--- config.mk ---
export PLATFORM = sky130hd
export DESIGN_NAME = gdp_host_sequencer
export DESIGN_NICKNAME = d
export VERILOG_FILES = /design/src/rtl/gdp_pkg.sv /design/src/rtl/timeout_counter.sv /design/src/rtl/gdp_host_sequencer.sv
export SDC_FILE = /design/constraint.sdc
export NUM_CORES = 1
export LEC_CHECK = 0
export BUFFER_PORTS_ARGS = -buffer_cell sky130_fd_sc_hd__buf_2
export CAP_MARGIN = 20
export CORE_AREA = 2 2 349 351
export CTS_CLUSTER_DIAMETER = 80
export CTS_CLUSTER_SIZE = 28
export DETAILED_ROUTE_END_ITERATION = 10
export DIE_AREA = 0 0 351 353
export PLACE_DENSITY = 0.32
export SYNTH_ARGS = -nofsm -noshare
export SYNTH_HDL_FRONTEND = slang
export SYNTH_SLANG_ARGS = --single-unit
--- constraint.sdc ---
create_clock -name clk50M -period 17.1 [get_ports clk50M]
set_input_delay 1.71 -clock clk50M [delete_from_list [all_inputs] [get_ports clk50M]]
set_output_delay 1.71 -clock clk50M [all_outputs]
set_load 0.01 [all_outputs]
--- src/rtl/gdp_pkg.sv ---
// gdp_pkg: definitions shared by the GDP host-link sequencer files.
//   state_t          - sequencer FSM encoding
//   ST_*             - bit positions inside the transmit status byte
//   DEFAULT_RESULT_W - default width of one engine result word
//   cnt_width()      - counter width for a given terminal count (never 0)
package gdp_pkg;

  typedef enum logic [2:0] {
    S_IDLE    = 3'd0,
    S_LAUNCH  = 3'd1,
    S_COLLECT = 3'd2,
    S_SEND    = 3'd3,
    S_TXWAIT  = 3'd4
  } state_t;

  localparam int ST_TIMEOUT = 0;
  localparam int ST_OVERRUN = 1;
  localparam int ST_SEQ_LSB = 4;

  localparam int DEFAULT_RESULT_W = 16;

  function automatic int cnt_width(input int n);
    return (n > 1) ? $clog2(n) : 1;
  endfunction

endpackage

--- src/rtl/timeout_counter.sv ---
// timeout_counter: free-running cycle timer with synchronous load-to-zero.
//   clk50M   in  system clock
//   reset    in  asynchronous, active-high
//   load_i   in  clear the count (wins over en_i)
//   en_i     in  advance the count by one
//   expire_o out count has reached TIMEOUT-1
module timeout_counter
  import gdp_pkg::*;
#(
  parameter int TIMEOUT = 1048576
) (
  input  logic clk50M,
  input  logic reset,
  input  logic load_i,
  input  logic en_i,
  output logic expire_o
);

  localparam int CW = cnt_width(TIMEOUT);
  localparam logic [CW-1:0] LAST = CW'(TIMEOUT - 1);
  localparam logic [CW-1:0] ONE  = CW'(1);

  logic [CW-1:0] cnt_q, cnt_d;

  always_comb begin
    cnt_d = cnt_q;
    if (load_i)
      cnt_d = '0;
    else if (en_i)
      cnt_d = cnt_q + ONE;
  end

  always_ff @(posedge clk50M or posedge reset) begin
    if (reset)
      cnt_q <= '0;
    else
      cnt_q <= cnt_d;
  end

  assign expire_o = (cnt_q == LAST);

endmodule

--- src/rtl/gdp_host_sequencer.sv ---
// gdp_host_sequencer: host-link sequencer between the PC UART and the GDP engine.
// Latches a received vector, launches the engine, gathers N_RESULTS result
// words (each under a timeout) and hands a status-prefixed frame to the UART.
//   clk50M, reset            clock / asynchronous active-high reset
//   rx_available, rx_bits    received frame strobe and data (byte 0 at [7:0])
//   vec_out, vec_valid       latched vector and one-cycle engine start
//   eng_done, eng_result     engine result strobe and word
//   tx_bits, send_data       transmit frame {slots, status} and start pulse
//   tx_busy                  UART transmitting
//   busy, err_led            not-idle indicator, sticky timeout indicator
module gdp_host_sequencer
  import gdp_pkg::*;
#(
  parameter int N_RX_BYTES = 50,
  parameter int RESULT_W   = DEFAULT_RESULT_W,
  parameter int N_RESULTS  = 4,
  parameter int TIMEOUT    = 1048576
) (
  input  logic                            clk50M,
  input  logic                            reset,
  input  logic                            rx_available,
  input  logic [N_RX_BYTES*8-1:0]         rx_bits,
  output logic [N_RX_BYTES*8-1:0]         vec_out,
  output logic                            vec_valid,
  input  logic                            eng_done,
  input  logic [RESULT_W-1:0]             eng_result,
  output logic [8+N_RESULTS*RESULT_W-1:0] tx_bits,
  output logic                            send_data,
  input  logic                            tx_busy,
  output logic                            busy,
  output logic                            err_led
);

  localparam logic [3:0] LAST_IDX = 4'(N_RESULTS - 1);

  state_t                  state_q, state_d;
  logic [N_RX_BYTES*8-1:0] vec_q;
  logic [7:0]              status_q, status_d;
  logic [3:0]              idx_q, idx_d;
  logic [3:0]              seq_q, seq_d;
  logic                    ovr_q, ovr_d;
  logic                    err_q, err_d;
  logic                    first_q, first_d;   // first TXWAIT cycle: tx_busy not yet valid
  logic                    capture;
  logic                    take_done;
  logic                    tmr_load, tmr_en, tmr_expire;

  assign take_done = (state_q == S_COLLECT) && eng_done;

  timeout_counter #(.TIMEOUT(TIMEOUT)) u_timer (
    .clk50M   (clk50M),
    .reset    (reset),
    .load_i   (tmr_load),
    .en_i     (tmr_en),
    .expire_o (tmr_expire)
  );

  always_comb begin
    state_d  = state_q;
    status_d = status_q;
    idx_d    = idx_q;
    seq_d    = seq_q;
    ovr_d    = ovr_q;
    err_d    = err_q;
    first_d  = 1'b0;
    capture  = 1'b0;
    tmr_load = 1'b0;
    tmr_en   = 1'b0;
    case (state_q)
      S_IDLE: begin
        if (rx_available) begin
          capture = 1'b1;
          state_d = S_LAUNCH;
        end
      end
      S_LAUNCH: begin
        idx_d    = '0;
        tmr_load = 1'b1;
        status_d = '0;
        status_d[ST_OVERRUN] = ovr_q;
        status_d[ST_SEQ_LSB +: 4] = seq_q;
        ovr_d    = 1'b0;
        state_d  = S_COLLECT;
      end
      S_COLLECT: begin
        tmr_en = 1'b1;
        // A done in the expiry cycle still counts as a result.
        if (eng_done) begin
          idx_d    = idx_q + 4'd1;
          tmr_load = 1'b1;
          if (idx_q == LAST_IDX)
            state_d = S_SEND;
        end else if (tmr_expire) begin
          status_d[ST_TIMEOUT] = 1'b1;
          err_d   = 1'b1;
          state_d = S_SEND;
        end
      end
      S_SEND: begin
        first_d = 1'b1;
        state_d = S_TXWAIT;
      end
      S_TXWAIT: begin
        if (!first_q && !tx_busy) begin
          seq_d   = seq_q + 4'd1;
          state_d = S_IDLE;
        end
      end
      default: state_d = S_IDLE;
    endcase
    // Frames arriving while busy are dropped; set after the LAUNCH clear so
    // a frame dropped during LAUNCH is reported on the next one.
    if (rx_available && (state_q != S_IDLE))
      ovr_d = 1'b1;
  end

  always_ff @(posedge clk50M or posedge reset) begin
    if (reset) begin
      state_q  <= S_IDLE;
      status_q <= '0;
      idx_q    <= '0;
      seq_q    <= '0;
      ovr_q    <= 1'b0;
      err_q    <= 1'b0;
      first_q  <= 1'b0;
      vec_q    <= '0;
    end else begin
      state_q  <= state_d;
      status_q <= status_d;
      idx_q    <= idx_d;
      seq_q    <= seq_d;
      ovr_q    <= ovr_d;
      err_q    <= err_d;
      first_q  <= first_d;
      if (capture)
        vec_q <= rx_bits;
    end
  end

  // One register per result slot, cleared at launch and loaded when idx matches.
  generate
    for (genvar gi = 0; gi < N_RESULTS; gi++) begin : g_slot
      logic [RESULT_W-1:0] slot_q;
      always_ff @(posedge clk50M or posedge reset) begin
        if (reset)
          slot_q <= '0;
        else if (state_q == S_LAUNCH)
          slot_q <= '0;
        else if (take_done && (idx_q == 4'(gi)))
          slot_q <= eng_result;
      end
      assign tx_bits[8 + gi*RESULT_W +: RESULT_W] = slot_q;
    end
  endgenerate

  assign tx_bits[7:0] = status_q;
  assign vec_out      = vec_q;
  assign vec_valid    = (state_q == S_LAUNCH);
  assign send_data    = (state_q == S_SEND);
  assign busy         = (state_q != S_IDLE);
  assign err_led      = err_q;

endmodule

==> results of run 1 <==
[per-layer routing]
metal / up-vias / global-route usage (%) / wire (um)
met3: 106 / 3.96 / 6660
met4: 26 / 3.60 / 1900
met5: - / 0 / 156
met1: 6980 / 12.3 / 26800
li1: 6355 / - / -
met2: 539 / 20.0 / 36600
[state kept, by name, summed over array words and instances (netlist names)]
signal	count
err_led	1
first_q	1
g_slot.slot_q	64
idx_q	4
ovr_q	1
seq_q	4
state_q	3
status_q	6
u_timer.cnt_q	20
vec_out	400
[placed cells by master (no fill, tap or decap), types with 8 or more instances in the layout]
cell and instances:
nor2_1 64, o21ai_0 29, nand3_1 10, dfrtp_1 504, mux2i_1 48, mux2_2 401
buf_4 10, a21oi_1 13, inv_8 8, inv_6 8, clkbuf_16 45, buf_2 894
nand2_1 68
[path summary, 6_finish.rpt]
path / end / slack (ps)
max in group asynchronous: vec_out[163]$_DFFE_PP0P_ / 12960
worst min-delay path: status_q[1]$_DFFE_PP0P_ / 480
min in group asynchronous: vec_out[57]$_DFFE_PP0P_ / 1230
worst min register to register: status_q[1]$_DFFE_PP0P_ / 480
worst max register to register: vec_out[129]$_DFFE_PP0P_ / 12950
worst max-delay path: vec_out[129]$_DFFE_PP0P_ / 12870
[report_power, final]
part | switching [mW] | internal, mW | leakage [nW] | total (mW)
sequential | 0.319 | 1.75 | 6.11 | 2.07
clock | 0.556 | 0.573 | 0.774 | 1.13
combinational | 1.09 | 0.998 | 6.31 | 2.08
total | 1.96 | 3.33 | 13.2 | 5.29
[final cells by class]
type | count | area (um^2) | share of cell area (%)
inverter | 9 | 41.3 | 0.151
timing repair buffer | 906 | 4590 | 16.8
tap | 1625 | 2030 | 7.44
sequential | 504 | 12600 | 46.1
clock inverter | 33 | 434 | 1.59
multi-input combinational | 718 | 6460 | 23.6
antenna | 7 | 17.5 | 0.0641
clock buffer | 47 | 1150 | 4.22
[metrics by stage]
stage / area, um^2 / std cells / setup slack [ps] / util [%] / hold slack, ps
2_1_floorplan: 19500 / 1301 / 1320 / - / 440
3_3_place_gp: 25700 / 3762 / 12200 / 21.3 / 460
3_5_place_dp: 25700 / 3762 / 12090 / 21.3 / 466
4_1_cts: 27300 / 3842 / 12790 / 22.7 / 484
5_1_grt: 27300 / 3847 / 12470 / 22.7 / 514
6_report: 27300 / 3849 / 12870 / 22.7 / 480
[worst max-delay path: stages]
cell and delay [ps]:
buf_2 100, and3_4 660, buf_4 770, buf_4 870, mux2_2 410
[cell families after synthesis]
kind of cell | count (synthesis) | share of synthesized area, %
DFF | 504 | 64.6
muxes | 449 | 25.6
and+or+nand+nor | 186 | 4.56
buffers and inverters | 79 | 2.38
AOI/OAI and AO/OA | 63 | 1.94
xor gates and xnor gates | 12 | 0.538
adders and majority gates | 6 | 0.384
other | 1 | 0.0192
==> out/qor.txt, run 1 <==
Layout Nets - 2610
Critical R2R Launch - state_q[2]$_DFFE_PP0P_
Hold buffers post-CTS - 0
P&R area growth vs syn - 40.1%
CTS Buffer Depth - 3
Initial core utilization - 16.2%
CTS tree - done
Die H - 353 um
Core Area - 121000 um^2
Placed wire-length estimate - 55100 um
Largest net degree at the start of global routing - 156
Synth top area share - 64.6%
Synthesized area - 19500 um^2
H-tree Lvls - 2
Worst skew pair latency - 610 ps
Design Power - 5.29 mW
CP Launch Type - input pin
R2R depth - 5
Max-cap check violation count - 0
Most numerous cell in the Yosys netlist - dfrtp_1
Area contributors post-synth - dfrtp_1 (65%), mux2_2 (23%), mux2i_1 (2.5%)
WP data required - 17570 ps
Crit path DAT - 4710 ps
CTS Sinks - 504
CP Max Fanout - 73
Kind of critical path - input pin to flop
Tcrit/Tclk final - 24.7%
Fill count - 13083
Drt drc - 0
Row count - 128
Total GRT Usage - 11.2%
Buffer count from post-CTS setup fixing - 0
Vias - 14006
Final Hold Viols - 0
Die area - 124000 um^2
Gpl congestion - 0.789
WL per Instance - 18.7 um
Worst Hold Depth - 2
Layout cells sized above 1 - 63.1%
Post-synth top cells - dfrtp_1 (504), mux2_2 (401), nand2_1 (68)
Io pins - 897
Sequential area share after synthesis - 64.6%
Setup violations, final - 0
Mean Syn Cell Area - 15.0 um^2
Total CTS buffers - 44
Status - finished, final reports clean
ANT nets after route - 0
Clock-pin transition on the worst setup and hold timing paths - 80 ps
Initial antenna violation count - 27
Min Tclk post-route - 4230 ps
Final Slew Violations - 0
Max Clock Skew - 20.8 ps
EDFF count, synth - 0
Async SR Flop Fraction - 100%
Hold Crit Start - status_q[1]$_DFFE_PP0P_
First-pass GRT wire length - 103000 um
Post-Syn Instances - 1300
Hold Crit Class - flop to flop
Peak supply drop - 108 uV
Leak - 13.2 nW
1st-pass router iterations - 4
Vias per inst - 3.64
Fmax - 236 MHz
Final TNS setup - 0 ps
Crit path capture type - flop
Grt total ovfl - 0
Unrepaired setup endpoints after global routing - no
Ys Warns - 0
Least-Margin Pin Slew - 1000 ps
Number of global-route vias before repair - 15055
Detailed Route Iter0 Violations - 557
Main synth FF type - dfrtp_1
Clk root buf - clkbuf_16
Routed WL - 72100 um
Slew Limit Headroom - 32.8%
Port bufs - 894
Netlist cell types - 47
Seq cells post-synth - 504
PwrDens - 193 nW/um^2
Crit. Startpoint - rx_available
Cell taking the most area after synthesis - dfrtp_1
Chip width - 351 um
Post-cts resize count - 0
(Power assumes the default switching activity.)
==> inputs of run 2 (changes only) <==
- PLACE_DENSITY: 0.32 -> 0.33
- clock period: 17.1 -> 3.52 ns (I/O delays scaled with it)
==> run 2 against run 1 <==
Effect of this change:
- critical path depth shrank 1
- sequential share of layout area decreased by 6.4 points
- core utilization up 3.7 points
- total power grew to 5.0 times the previous value
- clock-buffer cell count increased by 3
- critical endpoint is now vec_valid
- highest routed layer unchanged
==> out/qor.txt, run 2 (same netlist as run 1, synthesis figures left out) <==
Fmax - 358 MHz
CP Max Fanout - 31 (was 73)
Status - finished, final reports clean (unchanged)
Number of global-route vias before repair - 17266 (was 15055)
Io pins - 897 (unchanged)
PwrDens - 831 nW/um^2 (was 193 nW/um^2)
Leak - 15.1 nW (was 13.2 nW)
R2R depth - 4 (was 5)
1st-pass router iterations - 5 (was 4)
Fill count - 12772 (was 13083)
Gpl congestion - 0.826 (was 0.789)
Drt drc - 0 (unchanged)
Commonest non-fill, non-tap cells in the layout - buf_2 (894), dfrtp_1 (504), dlygate4sd3_1 (414) (was buf_2 (894), dfrtp_1 (504), mux2_2 (401))
Crit. Startpoint - state_q[0]$_DFFE_PP0P_ (was rx_available)
Most common cell after layout, fill and taps aside - buf_2 (unchanged)
CTS Sinks - 504 (unchanged)
Tcrit/Tclk final - 79.5%
Routed WL - 77800 um (was 72100 um)
H-tree Lvls - 2 (unchanged)
Min Tclk post-route - 2800 ps
Total GRT Usage - 12.1% (was 11.2%)
Max reg flops - 400 (unchanged)
Detailed Route Iter0 Violations - 685 (was 557)
Kind of critical path - flop to output pin (was input pin to flop)
CP Launch Type - flop (was input pin)
Max-cap check violation count - 0 (unchanged)
Crit path DAT - 2440 ps (was 4710 ps)
Reg2Reg Capture Point - vec_out[19]$_DFFE_PP0P_ (was vec_out[129]$_DFFE_PP0P_)
WP data required - 3170 ps (was 17570 ps)
Post-cts resize count - 0 (unchanged)
CTS tree - done (unchanged)
Setup slack at placement - 897 ps (was 12090 ps)
Clock-pin transition on the worst setup and hold timing paths - 90 ps (was 80 ps)
Placed wire-length estimate - 59500 um (was 55100 um)
Worst Hold Depth - 2 (unchanged)
Final instance area - 31800 um^2 (was 27300 um^2)
Vias per inst - 3.67 (was 3.64)
Crit path capture type - output pin (was flop)
Least-Margin Pin Slew - 936 ps (was 1000 ps)
Hold Path End - vec_out[327]$_DFFE_PP0P_ (was status_q[1]$_DFFE_PP0P_)
Die H - 353 um (unchanged)
Initial core utilization - 16.2% (unchanged)
Setup ws final - 723 ps (was 12870 ps)
Vias - 15728 (was 14006)
Slew Limit Headroom - 37.6% (was 32.8%)
CTS Buffer Depth - 3 (unchanged)
Peak supply drop - 413 uV (was 108 uV)
Layout cells sized above 1 - 53.6% (was 63.1%)
Max Clock Skew - 25.3 ps (was 20.8 ps)
Worst skew pair latency - 620 ps (was 610 ps)
Layout Nets - 3051 (was 2610)
Design Power - 26.4 mW (was 5.29 mW)
First-pass GRT wire length - 113000 um (was 103000 um)
Fin util - 26.3% (was 22.7%)
Final Hold Viols - 0 (unchanged)
WL per Instance - 18.2 um (was 18.7 um)
Chip width - 351 um (unchanged)
Port bufs - 894 (unchanged)
Buffer count from post-CTS setup fixing - 0 (unchanged)
Row count - 128 (unchanged)
Largest net degree at the start of global routing - 132 (was 156)
Die area - 124000 um^2 (unchanged)
Placed Area - 26000 um^2 (was 25700 um^2)
Final Slew Violations - 0 (unchanged)
Hold Crit Start - rx_bits[327] (was status_q[1]$_DFFE_PP0P_)
Grt total ovfl - 0 (unchanged)
Final TNS setup - 0 ps (unchanged)
Setup violations, final - 0 (unchanged)
ANT nets after route - 0 (unchanged)
Total CTS buffers - 42 (was 44)
Unrepaired setup endpoints after global routing - no (unchanged)
Critical R2R Launch - state_q[2]$_DFFE_PP0P_ (unchanged)
Initial antenna violation count - 9 (was 27)
P&R area growth vs syn - 62.7% (was 40.1%)
Clk root buf - clkbuf_16 (unchanged)
Hold Crit Class - input pin to flop (was flop to flop)
Core Area - 121000 um^2 (unchanged)
FF-to-FF setup slack - 940 ps (was 12950 ps)
run 2: through the flow:
| stage | hold slack, ps | std cells |
|---|---|---|
| 2_1_floorplan | 440 | 1301 |
| 6_report | 73.4 | 4284 |
| 3_5_place_dp | 377 | 3791 |
| 3_3_place_gp | 374 | 3791 |
| 4_1_cts | 0.589 | 4281 |
| 5_1_grt | 12.4 | 4283 |
run 2: power breakdown:
part	switching [mW]	internal [mW]
logic	5.55	5.30
clock network	2.68	2.80
registers	1.55	8.52
run 2: layout make-up:
type | count | area, um^2 | share of cell area (%)
Inverter | 9 | 37.5 | 0.118
Timing Repair Buffer | 1349 | 9040 | 28.5
Sequential cell | 504 | 12600 | 39.7
Clock inverter | 27 | 393 | 1.24
Antenna cell | 2 | 5.00 | 0.0158
Multi-Input combinational cell | 718 | 6460 | 20.3
Clock buffer | 50 | 1180 | 3.73
Tap cell | 1625 | 2030 | 6.40
run 2: worst max-delay path: stages (launching register included):
cell and delay, ps:
dfrtp_1 740, nor2b_1 240, nand2_1 100, inv_2 500, buf_2 250
run 2: how the worst max path moves through the flow:
stage	endpoint	slack, ps	cells past startpoint
after floorplan	err_led$_DFFE_PP0P_	-3670	1
after detailed placement	vec_out[127]$_DFFE_PP0P_	900	5
after global routing	vec_valid	460	4
after CTS	vec_valid	590	4
after global placement	vec_out[133]$_DFFE_PP0P_	980	5
final	vec_valid	720	4
run 2: repair_timing:
item | 4_1_cts | 5_1_grt
hold buffers | 413 | 1
setup endpoints to repair | 0 | 0
hold endpoints to repair | 430 | 1
run 2: layer usage:
metal / track usage, % / part of all wire [%]
met1: 13.1 / 37
met2: 22.8 / 53
met3: 3.26 / 7.1
met4: 3.44 / 2.3
met5: 0 / 0.014
